--- config.mk ---
export PLATFORM = sky130hd
export DESIGN_NAME = load_store_unit
export DESIGN_NICKNAME = d
export VERILOG_FILES = /design/src/rtl/load_store_unit.sv
export SDC_FILE = /design/constraint.sdc
export NUM_CORES = 1
export LEC_CHECK = 0
export CAP_MARGIN = 5
export CORE_MARGIN = 1.5
export CORE_UTILIZATION = 35
export DETAILED_ROUTE_END_ITERATION = 7
export SETUP_SLACK_MARGIN = 0.5
export SYNTH_ARGS = -nofsm -noshare
export SYNTH_HDL_FRONTEND = slang
export SYNTH_SLANG_ARGS = --single-unit
--- constraint.sdc ---
create_clock -name clock -period 4.95 [get_ports clock]
set_clock_uncertainty 0.15 [all_clocks]
set_input_delay 0.495 -clock clock [delete_from_list [all_inputs] [get_ports clock]]
set_output_delay 0.495 -clock clock [all_outputs]
set_load 0.03 [all_outputs]
--- src/rtl/load_store_unit.sv ---
// rtl/load_store_unit.sv - one-at-a-time load/store controller for a word-organised data memory
// Byte/halfword stores are a read-modify-write because the memory only writes whole words.
module load_store_unit #(
    parameter int MEM_WORDS = 256
) (
    input  logic        clock,
    input  logic        reset,
    input  logic        req_valid,
    output logic        req_ready,
    input  logic        req_is_store,
    input  logic [2:0]  req_funct3,
    input  logic [31:0] req_addr,
    input  logic [31:0] req_wdata,
    output logic        resp_valid,
    output logic        resp_error,
    output logic [31:0] resp_rdata,
    output logic        mem_write_enable,
    output logic        mem_read_enable,
    output logic [31:0] mem_addr,
    output logic [31:0] mem_write_data,
    input  logic [31:0] mem_read_data
);

    localparam logic [31:0] MEM_WORDS_W = 32'(MEM_WORDS);

    typedef enum logic [2:0] {IDLE, LOAD, STORE, RMW_RD, RMW_WR, RESP} state_t;

    state_t      state, state_next;
    logic        st_store;
    logic [2:0]  st_funct3;
    logic [31:0] st_addr;
    logic [31:0] st_wdata;
    logic [31:0] rdata_q;
    logic        error_q;
    logic [31:0] merged_q;

    logic        f3_legal, misaligned, out_of_range, dec_error;
    logic [7:0]  byte_sel;
    logic [15:0] half_sel;
    logic [31:0] load_data;
    logic [31:0] merged_word;

    // Decode works on the live request inputs so the error is known at the accept edge.
    always_comb begin
        f3_legal = 1'b0;
        case (req_funct3)
            3'b000, 3'b001, 3'b010: f3_legal = 1'b1;
            3'b100, 3'b101:         f3_legal = !req_is_store;
            default:                f3_legal = 1'b0;
        endcase
        misaligned   = ((req_funct3[1:0] == 2'b01) && req_addr[0]) ||
                       ((req_funct3[1:0] == 2'b10) && (req_addr[1:0] != 2'b00));
        out_of_range = ({2'b00, req_addr[31:2]} >= MEM_WORDS_W);
        dec_error    = !f3_legal || misaligned || out_of_range;
    end

    always_comb begin
        byte_sel = 8'h00;
        case (st_addr[1:0])
            2'd0: byte_sel = mem_read_data[7:0];
            2'd1: byte_sel = mem_read_data[15:8];
            2'd2: byte_sel = mem_read_data[23:16];
            2'd3: byte_sel = mem_read_data[31:24];
            default: byte_sel = 8'h00;
        endcase
        half_sel = st_addr[1] ? mem_read_data[31:16] : mem_read_data[15:0];
        case (st_funct3)
            3'b000:  load_data = {{24{byte_sel[7]}}, byte_sel};
            3'b001:  load_data = {{16{half_sel[15]}}, half_sel};
            3'b100:  load_data = {24'h000000, byte_sel};
            3'b101:  load_data = {16'h0000, half_sel};
            default: load_data = mem_read_data;
        endcase
    end

    always_comb begin
        merged_word = mem_read_data;
        if (st_funct3[1:0] == 2'b00) begin
            case (st_addr[1:0])
                2'd0: merged_word[7:0]   = st_wdata[7:0];
                2'd1: merged_word[15:8]  = st_wdata[7:0];
                2'd2: merged_word[23:16] = st_wdata[7:0];
                2'd3: merged_word[31:24] = st_wdata[7:0];
                default: merged_word = mem_read_data;
            endcase
        end else if (st_addr[1]) begin
            merged_word[31:16] = st_wdata[15:0];
        end else begin
            merged_word[15:0] = st_wdata[15:0];
        end
    end

    always_comb begin
        state_next = state;
        case (state)
            IDLE: begin
                if (req_valid) begin
                    if (dec_error)               state_next = RESP;
                    else if (!req_is_store)      state_next = LOAD;
                    else if (req_funct3 == 3'b010) state_next = STORE;
                    else                         state_next = RMW_RD;
                end
            end
            LOAD:    state_next = RESP;
            STORE:   state_next = RESP;
            RMW_RD:  state_next = RMW_WR;
            RMW_WR:  state_next = RESP;
            RESP:    state_next = IDLE;
            default: state_next = IDLE;
        endcase
    end

    always_ff @(posedge clock or posedge reset) begin
        if (reset) begin
            state     <= IDLE;
            st_store  <= 1'b0;
            st_funct3 <= 3'b000;
            st_addr   <= 32'h0;
            st_wdata  <= 32'h0;
            rdata_q   <= 32'h0;
            error_q   <= 1'b0;
            merged_q  <= 32'h0;
        end else begin
            state <= state_next;
            case (state)
                IDLE: begin
                    if (req_valid) begin
                        st_store  <= req_is_store;
                        st_funct3 <= req_funct3;
                        st_addr   <= req_addr;
                        st_wdata  <= req_wdata;
                        rdata_q   <= 32'h0;
                        error_q   <= dec_error;
                    end
                end
                LOAD:    rdata_q  <= load_data;
                RMW_RD:  merged_q <= merged_word;
                default: ;
            endcase
        end
    end

    // Outputs decode from state alone; async reset of state drops them immediately.
    always_comb begin
        req_ready        = (state == IDLE) && !reset;
        resp_valid       = 1'b0;
        resp_error       = 1'b0;
        resp_rdata       = 32'h0;
        mem_write_enable = 1'b0;
        mem_read_enable  = 1'b0;
        mem_addr         = 32'h0;
        mem_write_data   = 32'h0;
        case (state)
            LOAD, RMW_RD: begin
                mem_read_enable = 1'b1;
                mem_addr        = {st_addr[31:2], 2'b00};
            end
            STORE: begin
                mem_write_enable = st_store;
                mem_addr         = {st_addr[31:2], 2'b00};
                mem_write_data   = st_wdata;
            end
            RMW_WR: begin
                mem_write_enable = 1'b1;
                mem_addr         = {st_addr[31:2], 2'b00};
                mem_write_data   = merged_q;
            end
            RESP: begin
                resp_valid = 1'b1;
                resp_error = error_q;
                resp_rdata = rdata_q;
            end
            default: ;
        endcase
    end

endmodule

# Word-level counts from Yosys, hierarchy flattened
# Index checks and enable logic that the tools add are counted.
dict set report word_totals {
  ff_bits 136
  rom_bits 0
  latch_bits 0
  mem_bits_rw 0
  out_inout_bits 101
  n_memories 0
  elab_cells 75
}
dict set report op_classes {
  add_sub_neg 0
  n_mul 0
  shift 0
  n_lt_le_gt_ge 1
  eq_ne 18
  bitwise 0
  n_mux 25
  n_reduce_logical 23
  div_mod_pow 0
}
# cell n
set op_table {}
lappend op_table {{$mux W32} 4}
lappend op_table {{$pmux W32 S2} 2}
lappend op_table {{$pmux W32 S4} 1}
lappend op_table {{$mux W16} 3}
lappend op_table {{$mux W8} 4}
lappend op_table {{$pmux W8 S4} 1}
lappend op_table {{$ge A30 B9 Y1 const B} 1}
lappend op_table {{$eq A3 B3 Y1 const B} 6}
lappend op_table {{$eq A3 B1 Y1 const B} 3}
lappend op_table {{$eq A3 B2 Y1 const B} 3}
lappend op_table {{$logic_not A3 Y1} 3}
lappend op_table {{$pmux W3 S3} 1}
lappend op_table {{$eq A2 B2 Y1 const B} 3}
lappend op_table {{$mux W3} 2}
lappend op_table {{$reduce_or A3 Y1} 2}
lappend op_table {{$eq A2 B1 Y1 const B} 2}
lappend op_table {{$logic_not A2 Y1} 2}
lappend op_table {{$mux W1} 4}
lappend op_table {{$pmux W1 S2} 2}
lappend op_table {{$reduce_and A2 Y1} 2}
lappend op_table {{$reduce_bool A2 Y1} 2}
lappend op_table {{$reduce_or A2 Y1} 2}
lappend op_table {{$reduce_or A4 Y1} 1}
lappend op_table {{$logic_and A1 B1 Y1} 3}
lappend op_table {{4 further kinds} 8}

# Depth between registers and ports, before layout
# Gate-level depths: netlist of the first run.
dict set report depth {
  ltp_word 9
  ltp_mapped 7
  ltp_nobuf 4
}

# Worst setup path after synthesis of the first run
# No wires, ideal clock.
dict set report synth_timing {
  kind {register to output}
  from {reg state[1]}
  to {out resp_rdata[22]}
  t_required_ns 4.305
  stages_incl_launch_ff 5
  slack_ns 2.731
  arrival_time_ns 1.574
  path_cell_list {dfrtp_1 buf_2 and3b_1 clkbuf_1 and2_1}
}
dict set report synth_between {
  elab_chain_cells 2
}
# item line
set synth_rtl {}
lappend synth_rtl {{from (decl)} 28} ;# state_t state, state_next;
lappend synth_rtl {{from (signal assigned)} 124} ;# state <= state_next;
lappend synth_rtl {{$eq A3 B3 Y1} 153} ;# case (state)
lappend synth_rtl {{$mux W32} 153}
lappend synth_rtl {{to (decl)} 16} ;# output logic [31:0] resp_rdata,
# Every way passes these cells.

# Worst setup path in the final report of the first run
dict set report layout_timing {
  from {reg state[0]}
  to {out mem_write_data[18]}
}
dict set report layout_between {
  elab_chain_cells 2
  word_cells_on_any_way 3
  cone_classes {eq/ne (2); mux (1)}
}
# item line
set layout_rtl {}
lappend layout_rtl {{$eq A3 B3 Y1 or $eq A3 B2 Y1 (tied branches)} 153}
lappend layout_rtl {{$pmux W32 S2 (*)} 153}
lappend layout_rtl {{to (decl)} 20} ;# output logic [31:0] mem_write_data,
# Every way passes the cells marked *; elsewhere a longest branch is shown, timed or not.

==> results of run 1 <==
-- worst min-delay path: cells and delay by family (launching register included) --
kind             cells  cell delay, ns
and+or+nand+nor      2            0.10
DFF                  1            0.34
-- through the flow --
stage | instance area (µm²) | hold slack, ns | power, mW | instances | worst slack (ns)
finish | 9800 | 0.315 | 6.46 | 1247 | 1.35
global route | 9800 | 0.340 | 6.85 | 1246 | 1.19
CTS | 9800 | 0.320 | 6.52 | 1246 | 1.32
detailed placement | 9220 | 0.305 | 5.21 | 1216 | 1.77
global placement | 9220 | 0.299 | 5.19 | 1216 | 1.79
floorplan | 7070 | 0.287 | 4.01 | 802 | 0.666
-- registers in the layout, indices dropped and copies added (netlist names) --
register and count:
merged_q 32, st_addr 32, st_funct3 3, st_wdata 32
st_store 1, state 3, rdata_q 32, error_q 1
-- per-layer routing --
metal / up-vias / part of all wire [%] / wire, µm
met4: 0 / 2.2 / 502
met2: 235 / 45 / 10100
met5: - / 0 / 0
li1: 3037 / - / -
met3: 27 / 8.4 / 1910
met1: 2912 / 45 / 10100
-- where the power goes --
| group | internal [mW] | switching (mW) | total [mW] |
|---|---|---|---|
| logic | 1.40 | 1.95 | 3.36 |
| clock network | 0.786 | 0.488 | 1.27 |
| registers | 1.49 | 0.341 | 1.83 |
| total | 3.68 | 2.78 | 6.46 |
-- layout by cell type, fill, tap and decap left out, types with 3 or more instances in the layout --
cell             Yosys  routed
nand3b_1             3       3
a21o_1               4       4
dfrtp_1            136     136
nor2_2               3       4
buf_4                5      10
o22ai_1             26      26
clkbuf_16            0      17
and2_1              64      63
a22o_1              40      40
clkinv_2             0       3
clkdlybuf4s50_1      0     201
nor2_1               8       7
nor2b_1             32      32
clkinvlp_4           0       3
o31ai_1             16      16
bufinv_16            0       3
a21oi_1             10      10
o21ai_0              8       8
inv_1                4       3
mux2_1               5       5
mux2i_1             25      25
mux2_2               7       7
nor4_1               7       7
nand2_1            260     259
o21ai_1             52      51
-- cells by family after synthesis --
logic type / synth area share (%)
AOI/OAI and AO/OA: 15.7
buffers and inverters: 4.46
DFF: 48.2
adders and majority gates: 0.142
and+or+nand+nor: 25.7
other: 0.0531
muxes: 5.78
-- Yosys cell counts, types with 2 or more instances --
cell type and instances:
a21oi_1 10, nor2b_1 32, buf_6 3, mux2i_1 25, nor2_2 3, nand2_1 260, a22o_1 40, inv_1 4
o21ai_0 8, nand2b_1 2, mux2_1 5, o22ai_1 26, nor2_1 8, clkbuf_1 36, and2_1 64, buf_4 5
dfrtp_1 136, mux2_2 7, a21o_1 4, o31ai_1 16, nand3b_1 3, o21a_1 2, nor3b_2 2, a21oi_2 2
nor4_1 7, o21ai_1 52, buf_2 18
-- layout make-up --
type                            instances  area (µm²)
Antenna cell                            1        2.50
Clock buffer                           18         429
Clock inverter                         12         154
Fill cell                            1919        9850
Inverter                                5        23.8
Multi-Input combinational cell        599        3370
Sequential cell                       136        3400
Tap cell                              265         332
Timing Repair Buffer                  211        2090
-- final timing paths --
| path | to | slack (ns) | cells past startpoint |
|---|---|---|---|
| max in group asynchronous | st_wdata[9] | 3.27 | 3 |
| hold reg to reg | st_addr[27] | 0.32 | 2 |
| min in group asynchronous | st_addr[12] | 0.41 | 2 |
| setup reg to reg | st_addr[17] | 2.38 | 5 |
| setup / recovery | mem_write_data[18] | 1.35 | 4 |
| hold / removal | st_addr[27] | 0.32 | 2 |
==> impl_metrics.toml, run 1 <==
[synth]
ys_warn_count = 0
ys_top_cells_by_area = "dfrtp_1, nand2_1, and2_1"
synth-seq-area-share_pct = 48.2
yosys.area.top_type = "dfrtp_1"
ys_async_sr_fraction_pct = 100
syn_area_um2 = 7060
postSynthCellCount = 801
avgSynthCellArea_um2 = 8.82
synth_top_area_share_pct = 48.2
yosysUniqueCellTypes = 48
ys_ff_latch = 136
synth_edf_count = 0
synth_flop_cell = "dfrtp_1"

[critical_path]
path_buf_inv = 2
r2r-start = "state[0]"
worst_ep_required_time_ns = 4.30
cp-start-kind = "flip-flop"
cp_top_family = "buffers and inverters"
worstSetupEndpointType = "output pin"
cp_slowest_cell = "nor3b_4"
startpoint = "state[0]"
path_cells = "nor3b_4 > buf_4 > a22o_1 > clkdlybuf4s50_1"
crit_arrival_ns = 2.95
cp_slowest_stage_delay_ns = 0.82
crit_type = "flip-flop to output pin"
worstPathMaxFanout = 21

[layout]
synthToLayoutAreaGrowth_pct = 38.8
drive_above_1_share_pct = 6.52
layout.nets = 1073
finish.utilization_pct = 49.9

[cts]
cts_resized = 0
cts_made_buffers = 17
hold_buffers = 0
worstSkewPairLatency_ns = 0.42
cts_setup_buffers = 0
cts_tree = "done"
clkTransAtPathRegs_ns = 0.06
ctsHtreeMaxLevel = 4
numClockSinks = 136
cts_buffer_depth = 2
cts-root-buf = "clkbuf_16"

[floorplan]
rows = 51
start_util_pct = 35.9
die_w_um = 145
pin_count = 204
die_h_um = 145
die_area_um2 = 21000
core_um2 = 19700

[drt]
route.detailed.drc = 0
wl_per_cell_um = 18.2
drt_iter0_drc = 327
wl_mm = 22.6
vias = 6211
viasPerCell = 4.98
drtPass1Iterations = 4
drtAntennaViolNets = 0

[global_route]
busiest_layer = "met2"
antenna_found_initial = 1
grt_use_met1_pct = 29.3
grt_max_degree = 75
met3_usage_pct = 7.23
met2_usage_pct = 33.9
grt_pass1_vias = 6294
grt_pass1_wl_mm = 36.1
grt_overflow = 0
grtUsageTotal_pct = 22.0

[power]
power_density_nw_per_um2 = 659
p_leak_nw = 4.41
ir_drop_mv = 0.310

[sta]
period_share_pct = 72.6
worst_pin_slew_ns = 1.06
maxSlewViolCount = 0
setup_tns_ns = 0
max_slew_margin_pct = 29.3
setup_violations = 0
hold_viol = 0
rsz0062_at_grt = "no"
fmax_mhz = 278
period_minus_slack_ns = 3.60

[place]
hpwl_mm = 16.4
gp_congestion = 0.833
port_buffers = 201

[min_path]
hp-start = "st_addr[27]"
min_path_type = "flip-flop to flip-flop"

[outcome]
outcome = "complete, no violations"

[job]
max-cap-violations = 0
Power figures use the tool's default switching activity.
==> run 2, diff against run 1 <==
clock period = 3.1 ns   (was 4.95 ns; I/O delays follow)
==> impl_metrics.toml, run 2 (same netlist as run 1, synthesis figures left out) <==
[sta]
period_minus_slack_ns = 2.52
worst_pin_slew_ns = 0.697
rsz0062_at_grt = "yes"
max_slew_margin_pct = 53.5
setup_tns_ns = 0
maxSlewViolCount = 0
hold_viol = 0
fmax_mhz = 396
setup_violations = 0
period_share_pct = 81.4

[layout]
fill_cells = 2035
stdcell_count = 1264
layout.nets = 1088
regArea_um2 = 3410
multiInputGateArea_um2 = 3370
drive_above_1_share_pct = 11.0
stdcell_area_um2 = 9700
synthToLayoutAreaGrowth_pct = 37.3
mostFrequentLayoutCells = "nand2_1, dfrtp_1, clkdlybuf4s50_1, dlygate4sd2_1, and2_1"
layout_commonest_cell = "nand2_1"

[drt]
drtAntennaViolNets = 0
drtPass1Iterations = 8
routed.top_layer = "met4"
wl_per_cell_um = 18.0
route.detailed.drc = 0
vias = 6328
viasPerCell = 5.01
dr_wl_met2_mm = 9.97
wl_mm = 22.8
wl_met1_mm = 10.2
route.met3.wl_mm = 2.03
drt_iter0_drc = 316

[place]
post_dp_cell_area_um2 = 9330
gp_congestion = 0.847
post-place-cells = 1230
hpwl_mm = 16.8
port_buffers = 201

[critical_path]
path_cells = "o21a_1 > nor2_1 > buf_6 > and2_1 > clkdlybuf4s15_1"
worstPathMaxFanout = 30
cp-start-kind = "flip-flop"
reg2regPathDepth = 5
r2r-start = "st_addr[1]"
r2r_slack_ns = 0.87
r2r-end = "rdata_q[2]"
path_buf_inv = 2
worstSetupEndpointType = "output pin"
crit_arrival_ns = 2.06
cp_slowest_cell = "dfrtp_2"
cp_top_family = "buffers and inverters"
cp_slowest_stage_delay_ns = 0.51
worst_ep_required_time_ns = 2.64
crit_type = "flip-flop to output pin"

[min_path]
min_path_type = "input port to flip-flop"
hp-start = "req_wdata[22]"
hold_end = "st_wdata[22]"
holdPathStages = 3

[cts]
cts_setup_buffers = 0
clkTransAtPathRegs_ns = 0.06
cts_buffer_depth = 2
ctsHtreeMaxLevel = 4
cts_made_buffers = 17
cts_tree = "done"
cts-root-buf = "clkbuf_16"
numClockSinks = 136
worstSkewPairLatency_ns = 0.43

[floorplan]
core_um2 = 19700
die_h_um = 145
start_util_pct = 35.9
pin_count = 204
die_w_um = 145
die_area_um2 = 21000
rows = 51

[power]
p_clk_share_pct = 18.8
power_density_nw_per_um2 = 1020
p_int_mw = 5.36
switching_share_pct = 45.7
combPwrFrac_pct = 51.7
finalPower_mw = 9.86
p_leak_nw = 4.73
seq_power_share_pct = 29.4
power.switching_mw = 4.50
ir_drop_mv = 0.554

[job]
max-cap-violations = 0

[global_route]
grt_max_degree = 55
antenna_found_initial = 3
grt_overflow = 0
grtUsageTotal_pct = 22.0
grt_pass1_wl_mm = 35.9
grt_pass1_vias = 6255

[outcome]
outcome = "complete, no violations"
run 2: changes by cell type in the layout (fill, tap and decap cells not counted), sizes merged, moves of 3 or more:
| cell | previous run | this run |
|---|---|---|
| clkdlybuf4s50 | 201 | 103 |
| clkbuf | 18 | 43 |
| dlygate4sd2 | 0 | 66 |
| bufinv | 3 | 0 |
| clkinvlp | 3 | 7 |
| buf | 10 | 28 |
| clkdlybuf4s15 | 0 | 4 |
run 2: timing repair:
item	CTS	global route
endpoints found under the setup margin	94	28
endpoints found under the hold margin	1	0
resized for setup	97	54
hold buffers	1	0
run 2: per-stage QoR:
step	util [%]	setup WS (ns)	hold slack (ns)
after floorplan	-	0.947	0.265
after global placement	47.5	0.697	0.300
after detailed placement	47.5	0.646	0.308
after CTS	49.7	0.502	0.241
after global routing	49.3	0.461	0.239
final	49.3	0.577	0.258
run 2: worst max path at each step:
stage | from | endpoint | slack [ns] | cells past startpoint
floorplan | reset | error_q | 0.95 | 1
global placement | state[0] | mem_addr[24] | 0.70 | 5
global route | state[0] | mem_addr[30] | 0.46 | 5
CTS | state[0] | mem_addr[4] | 0.50 | 5
detailed placement | state[0] | mem_addr[9] | 0.65 | 5
finish | state[0] | mem_addr[30] | 0.58 | 5
run 2: cell type report:
type	count	share of cell area [%]
Antenna cell	1	0.0258
Clock buffer	19	4.57
Multi-Input combinational cell	599	34.8
Clock inverter	13	1.02
Inverter	5	0.232
Sequential cell	136	35.1
Timing Repair Buffer	226	20.8
Tap cell	265	3.42
run 2: power by group through the flow:
stage / sequential [mW] / combinational [mW] / clock, mW
floorplan: 2.64 / 3.76 / 0
global placement: 2.92 / 5.47 / 0
detailed placement: 2.90 / 5.53 / 0
finish: 2.90 / 5.10 / 1.86
CTS: 2.89 / 5.16 / 1.90
global route: 2.97 / 5.52 / 1.99
run 2: tightest hold or removal path: cells and delay by family:
kind / cells / cell delay [ns]
and+or+nand+nor: 2 / 0.10
buffers and inverters: 1 / 0.40
run 2: metal layers:
layer / track usage [%] / vias to the layer above
li1: - / 3068
met1: 29.3 / 2979
met2: 33.0 / 243
met3: 7.45 / 38
met4: 8.32 / 0
met5: 0 / -
==> run 3, diff against run 2 <==
clock period = 2.2 ns   (was 3.1 ns; I/O delays follow)
==> impl_metrics.toml, run 3 (same netlist as run 1, synthesis figures left out) <==
[outcome]
outcome = "complete, but fails checks"
violations = "negative setup slack"

[place]
port_buffers = 201
post-place-cells = 1247
hpwl_mm = 16.7
post_dp_cell_area_um2 = 9970
gp_congestion = 0.926
dpl_worst_slack_ns = 0.0848

[power]
power_density_nw_per_um2 = 1520
p_leak_nw = 6.08
finalPower_mw = 19.5
ir_drop_mv = 0.855

[drt]
viasPerCell = 5.16
wl_mm = 26.7
drtAntennaViolNets = 0
drtPass1Iterations = 5
wl_per_cell_um = 19.9
route.detailed.drc = 0
drt_iter0_drc = 490
vias = 6909

[cts]
worstSkewPairLatency_ns = 0.43
numClockSinks = 136
cts_tree = "done"
cts_buffer_depth = 2
cts-root-buf = "clkbuf_16"
ctsHtreeMaxLevel = 4
clkTransAtPathRegs_ns = 0.06
cts_made_buffers = 17
hold_buffers = 0

[critical_path]
worst_ep_required_time_ns = 1.83
path_cells = "buf_6 > nor3b_4 > buf_6 > buf_12 > a22o_2 > buf_12"
r2r_slack_ns = 0.34
crit_type = "flip-flop to output pin"
cp_slowest_stage_delay_ns = 0.38
worstPathMaxFanout = 12
cp-start-kind = "flip-flop"
crit_arrival_ns = 1.84
worstSetupEndpointType = "output pin"
cp_slowest_cell = "dfrtp_1"

[global_route]
grt_pass1_vias = 6391
grt_overflow = 0
antenna_found_initial = 0
grtUsageTotal_pct = 22.3
grt_pass1_wl_mm = 36.5
grt_max_degree = 55

[layout]
stdcell_count = 1339
fill_cells = 1566
stdcell_area_um2 = 12800
mostFrequentLayoutCells = "nand2_1, dfrtp_1, clkdlybuf4s50_1, buf_12, buf_6"
regArea_um2 = 3410
diodes = 0
finish.utilization_pct = 65.4
layout_commonest_cell = "nand2_1"
synthToLayoutAreaGrowth_pct = 81.9
layout.nets = 1164
multiInputGateArea_um2 = 4450
drive_above_1_share_pct = 45.8

[floorplan]
start_util_pct = 35.9
rows = 51
die_area_um2 = 21000
pin_count = 204
die_h_um = 145
core_um2 = 19700
die_w_um = 145

[sta]
whs_ns = 0.00294
fmax_mhz = 453
period_minus_slack_ns = 2.21
hold_viol = 0
setup_violations = 6
maxSlewViolCount = 0
period_share_pct = 100
setup_tns_ns = -0.0244
rsz0062_at_grt = "yes"
worst_slack_ns = -0.00669

[min_path]
min_path_type = "input port to asynchronous set/reset pin"

[job]
max-cap-violations = 0
[run 3: area by class of cell]
class	count	area share, %
tap	265	2.58
clock buffer	19	3.53
multi-input combinational	600	34.6
timing repair buffer	301	31.2
inverter	5	0.175
sequential	136	26.5
clock inverter	13	1.32
[run 3: per-layer routing]
metal  GRT usage (%)  share of wire, %
met1            30.5                42
met2            33.9                48
met3            6.35               7.9
met4            7.30               2.0
met5               0                 0
[run 3: final timing paths]
path,cells past startpoint,to,start
max,6,mem_write_data[14],state[2]
min,2,st_funct3[2],reset
max reg2reg,8,state[1],state[2]
min reg2reg,2,st_addr[31],st_addr[31]
max in group asynchronous,3,st_wdata[23],reset
min in group clock,3,st_wdata[0],req_wdata[0]
[run 3: repair_timing]
| item | in CTS | in global routing |
|---|---|---|
| gates cloned | 2 | 24 |
| buffers inserted | 5 | 29 |
| endpoints found under the setup margin | 209 | 232 |
| pin swaps | 11 | 124 |
| resized for setup | 57 | 329 |
[run 3: power by group]
part	leakage [nW]	switching [mW]	internal, mW
Clock	0.296	1.18	1.85
Sequential	1.59	0.740	3.36
Combinational	4.19	5.98	6.37
Total	6.08	7.90	11.6
[run 3: worst max-delay path: cells and delay by family, from the launching register on]
| kind | cells | cell delay [ns] |
|---|---|---|
| buffers and inverters | 4 | 0.58 |
| AO/OA/AOI/OAI | 1 | 0.29 |
| flip-flops | 1 | 0.38 |
| AND/OR/NAND/NOR | 1 | 0.15 |
==> patch 1: new RTL, flow settings as in run 1 <==
Change the parameter `MEM_WORDS` from 256 to 192.
--- a/src/rtl/load_store_unit.sv
+++ b/src/rtl/load_store_unit.sv
@@ -3,3 +3,3 @@
 module load_store_unit #(
-    parameter int MEM_WORDS = 256
+    parameter int MEM_WORDS = 192
 ) (
Behaviour: not the same (a bounded check fails within 4 cycles, from zero or initial values and one cycle with reset high).
==> patch 1 against run 1 <==
Area after synthesis decreased by 3.8%; worst setup slack got worse by 54 ps; combinational power increased by 4%; cell area decreased by 2.3%; highest routed layer unchanged; sequential cell count unchanged; clock power about the same; wire length decreased by 4.2%; total power increased by 3.3%; sequential power increased by 5%.
==> patch 1: results (changes against run 1) <==
.. list-table::
   :header-rows: 1

   * - Metric
     - Value
   * - Sequential fraction of the synthesis area
     - 50.1% (+1.9 points)
   * - Synthesized-area fraction occupied by ao, oa, aoi and oai cells
     - 16.9% (+1.3 points)
   * - ANT cells
     - 0 (-1)
   * - Estimated wirelength of the detail-placed design
     - 15900 um (-3.0%)
   * - Pin count of the biggest net entering global routing
     - 106 (+41%)
   * - Number of antenna violations at the first check in global routing
     - 0 (-1)
   * - Leakage power
     - 0.00403 uW (-8.6%)
   * - Ratio of cells with drive above 1 in the final layout
     - 14.0% (+7.4 points)
   * - Actual transition at the worst max-transition pin
     - 1080 ps (+20.7 ps)
   * - Post-synthesis mux area share
     - 15.2% (+9.4 points)
   * - Via count of the first global-routing pass
     - 5735 (-8.9%)
   * - Crit-path max FO
     - 20 (-4.8%)
   * - Average wire per cell in the routed design
     - 20.2 um (+11%)
   * - Library cells used by synthesis
     - 44 (-8.3%)
   * - Slowest cell on the critical path
     - sky130_fd_sc_hd__nor3b_2
   * - CP max stage delay
     - 790 ps (-30 ps)
   * - Wire length of the first global-routing pass
     - 33500 um (-7.3%)
   * - GPL Wtd Cong
     - 0.837 (+0.47%)
   * - Final #Nets
     - 908 (-15%)
   * - Filler cell count
     - 1747 (-9.0%)
   * - Total iterations of the first detailed-routing run
     - 5 (+1)
   * - Most common library cells after synthesis
     - sky130_fd_sc_hd__dfrtp_1 (136), sky130_fd_sc_hd__o21ai_0 (68), sky130_fd_sc_hd__mux2_2 (67)
   * - Area share of fa/ha/maj cells after synthesis
     - 0% (-0.14 points)
   * - Depth of the most critical reg-to-reg path
     - 3 (-2)
   * - Internal power contribution
     - 3900 uW (+6.1%)
   * - Largest cells by area after synthesis
     - sky130_fd_sc_hd__dfrtp_1 (50%), sky130_fd_sc_hd__mux2_2 (11%), sky130_fd_sc_hd__and2_1 (5.9%)
   * - Overall track demand over capacity in global routing
     - 21.8% (-0.21 points)
   * - Outcome
     - completed
   * - Xor/xnor cell area share of the yosys netlist
     - 0.129% (+0.13 points)
## patch 1: logic make-up (layout without fill, tap and decap cells)
group,after synthesis,count (layout)
compound gates,168,168
buf+inv,53,243
xor+xnor,1,1
mux,92,92
flops,136,136
simple gates,174,174
other cells,1,2
## patch 1: area by class of cell
cell class	count	area [um2]	share of cell area [%]
repair buffers	210	2080	21.7
well taps	260	325	3.40
flip-flops and latches	136	3400	35.6
clock buffers	22	464	4.85
clock inverters	8	123	1.28
inverters	3	16.3	0.170
multi-input cells	437	3160	33.0
## patch 1: final timing paths
kind	start	endpoint	slack [ps]
max	state[1]	mem_write_data[13]	1300
min in group asynchronous	reset	state[2]	550
min reg2reg	rdata_q[12]	rdata_q[12]	320
max in group asynchronous	reset	st_wdata[5]	3060
min	rdata_q[12]	rdata_q[12]	320
max reg2reg	st_funct3[1]	rdata_q[31]	2160
## patch 1: per-stage QoR
stage / area, um2 / instances
after floorplan: 6800 / 626
after global placement: 8990 / 1046
after detailed placement: 8990 / 1046
after CTS: 9570 / 1076
after global routing: 9570 / 1076
final: 9570 / 1076
## patch 1: tightest hold or removal path, delay by kind of cell, from the launching register on
family             cells  cell delay, ps
AOI/OAI and AO/OA      1              60
DFF                    1             340
and+or+nand+nor        1              40
## patch 1: layer usage
layer / vias up / track usage, % / wire (um)
li1: 2636 / - / -
met2: 249 / 33.3 / 9950
met3: 26 / 5.18 / 1540
met1: 2840 / 30.3 / 9840
met5: - / 0 / 0
met4: 0 / 7.54 / 357
## patch 1: power by group through the flow
stage	logic, uW	registers, uW	clock network [uW]
CTS	3500	1910	1300
global placement	3430	1910	0
detailed placement	3480	1920	0
global route	3700	1970	1340
finish	3480	1920	1270
floorplan	2370	1690	0
==> patch 2: new RTL, settings of run 1 <==
Without the edit above. Encoding of `state_t`: now one-hot (6 bits for 6 states).
--- a/src/rtl/load_store_unit.sv
+++ b/src/rtl/load_store_unit.sv
@@ -25,3 +25,3 @@
 
-    typedef enum logic [2:0] {IDLE, LOAD, STORE, RMW_RD, RMW_WR, RESP} state_t;
+    typedef enum logic [5:0] {IDLE = 6'b000001, LOAD = 6'b000010, STORE = 6'b000100, RMW_RD = 6'b001000, RMW_WR = 6'b010000, RESP = 6'b100000} state_t;
 
Formal check against the unedited RTL: same outputs for any inputs over 10 cycles, from zero or initial values and one cycle with reset high; not proved beyond that.
==> patch 2 against run 1 <==
Cell area is 0.74% higher; sequential cell count is 3 higher; cell count is 1.3% lower; fmax is 12% lower; wire length is 0.44% higher; worst setup slack worse by 510 ps; area after synthesis is 0.43% higher; sequential share of layout area is 0.52 points higher; critical path type unchanged; critical endpoint is now mem_addr[12].
Power is not compared: it rests on default switching activity, and its combinational part moved more than twofold at a synthesized area within 25%.
==> patch 2: results (changes against run 1) <==
.. list-table::
   :header-rows: 1

   * - Metric
     - Value
   * - Worst vdd rail ir drop
     - 0.000267 V
   * - Final #Nets
     - 1057 (-1.5%)
   * - Number of antenna violations at the first check in global routing
     - 0 (-1)
   * - Wire length of the first global-routing pass
     - 35500 um (-1.6%)
   * - GPL Wtd Cong
     - 0.882 (+5.8%)
   * - Slowest cell on the critical path
     - sky130_fd_sc_hd__nor3b_4
   * - Sequential fraction of the synthesis area
     - 49.1% (+0.87 points)
   * - Port-buffer cells
     - 201 (unchanged)
   * - Worst reg2reg endpoint
     - rdata_q[28]
   * - Outcome
     - completed
   * - CP Capture Point
     - mem_addr[12]
   * - Number of setup buffers added after CTS
     - 0 (unchanged)
   * - Iter 0 DRT Violations
     - 633 (+94%)
   * - Max-Slew Margin vs Limit
     - 15.0% (-14 points)
   * - Largest cells by area after synthesis
     - sky130_fd_sc_hd__dfrtp_1 (49%), sky130_fd_sc_hd__nand2_1 (13%), sky130_fd_sc_hd__and2_1 (5.6%)
   * - Worst-Skew Late Latency
     - 420 ps (about the same)
   * - R2r startpoint
     - st_addr[1]
   * - Switching power of the nets
     - 1000 uW
   * - ANT cells
     - 0 (-1)
   * - Depth of the most critical reg-to-reg path
     - 4 (-1)
   * - Kind of path behind the tightest hold check
     - reg -> reg
   * - Overall track demand over capacity in global routing
     - 21.6% (-0.37 points)
   * - Deepest clock path buffer count
     - 2 (unchanged)
   * - Ratio of cells with drive above 1 in the final layout
     - 7.04% (+0.52 points)
   * - Crit-path max FO
     - 31 (+48%)
   * - CTS resizes
     - 0 (unchanged)
   * - Clock transition at the registers of the reported paths
     - 60 ps (about the same)
   * - Post-route antenna net violation count
     - 0 (unchanged)
   * - Total iterations of the first detailed-routing run
     - 6 (+2)
   * - Setup slack of the most critical reg-to-reg path
     - 2140 ps (-240 ps)
   * - Launch point of the worst path
     - state[3]
   * - WL final
     - 22700 um (+0.44%)
   * - Via count of the first global-routing pass
     - 6269 (-0.40%)
   * - Leakage power
     - 0.00453 uW
   * - Vias per Instance
     - 5.13 (+3.0%)
   * - Total number of yosys warnings
     - 0 (unchanged)
   * - Clock root buffer
     - sky130_fd_sc_hd__clkbuf_16
   * - Largest delay contributor family on the critical path
     - simple AND/OR/NAND/NOR gates
   * - Estimated wirelength of the detail-placed design
     - 16400 um (-0.11%)
   * - CP max stage delay
     - 680 ps (-140 ps)
   * - Primary flip-flop cell chosen by synthesis mapping
     - sky130_fd_sc_hd__dfrtp_1
   * - CTS buffer count
     - 17 (unchanged)
   * - Library cells used by synthesis
     - 51 (+6.3%)
   * - Pin count of the biggest net entering global routing
     - 75 (unchanged)
   * - Fraction of registers with async set or reset after synthesis
     - 100% (unchanged)
   * - Accumulated negative setup slack
     - 0 ps (unchanged)
   * - Cell area after placement
     - 0.00927 mm2 (+0.53%)
   * - Deepest level of the CTS H-tree
     - 4 (unchanged)
   * - Most common library cells after synthesis
     - sky130_fd_sc_hd__nand2_1 (243), sky130_fd_sc_hd__dfrtp_1 (138), sky130_fd_sc_hd__and2_1 (63)
[patch 2: worst min path at each step]
stage                     cells after the start   startpoint           to  slack (ps)
after CTS                                     2  st_addr[19]  st_addr[19]         320
final                                         2  st_addr[21]  st_addr[21]         310
after detailed placement                      2   st_addr[2]   st_addr[2]         310
after global placement                        2  st_addr[19]  st_addr[19]         300
after global routing                          1  rdata_q[12]  rdata_q[12]         350
after floorplan                               2  st_addr[10]  st_addr[10]         290
[patch 2: cell families after synthesis]
logic type | count (synthesis) | share of synthesized area (%)
other | 1 | 0.0529
multiplexers | 41 | 6.23
flip-flops | 139 | 49.1
buffers and inverters | 71 | 4.41
AND/OR/NAND/NOR | 380 | 25.3
AO/OA/AOI/OAI | 150 | 14.9
[patch 2: layout make-up]
type | count | area (um2)
clock buffers | 19 | 443
clock inverters | 12 | 166
fillers | 1893 | 9780
inverters | 12 | 48.8
multi-input cells | 573 | 3320
flip-flops and latches | 139 | 3480
well taps | 265 | 332
repair buffers | 211 | 2090
[patch 2: metrics by stage]
stage | hold slack, ps | worst slack (ps) | power [uW] | instances
floorplan | 287 | 1070 | 1760 | 783
global placement | 303 | 1380 | 2020 | 1200
detailed placement | 305 | 1300 | 2020 | 1200
CTS | 321 | 837 | 3340 | 1231
global route | 347 | 729 | 3480 | 1231
finish | 315 | 846 | 3330 | 1231
[patch 2: metal layers]
layer,up-vias,track usage (%),part of all wire (%)
met5,-,0,0
met2,242,32.8,45
li1,3004,-,-
met3,32,4.86,6.3
met1,3040,30.5,47
met4,0,7.50,2.1
[patch 2: worst register-to-register path: stages, from the launching register on]
cell                       delay (ps)
sky130_fd_sc_hd__dfrtp_1          920
sky130_fd_sc_hd__mux2_2           320
sky130_fd_sc_hd__mux2i_1           60
sky130_fd_sc_hd__o21bai_1         970
sky130_fd_sc_hd__a32o_1           310
[patch 2: power by group through the flow]
stage / Combinational, uW / Sequential (uW) / Clock (uW)
2_1_floorplan: 429 / 1330 / 0
3_3_place_gp: 613 / 1410 / 0
3_5_place_dp: 622 / 1390 / 0
4_1_cts: 621 / 1380 / 1340
5_1_grt: 687 / 1400 / 1390
6_report: 621 / 1380 / 1320
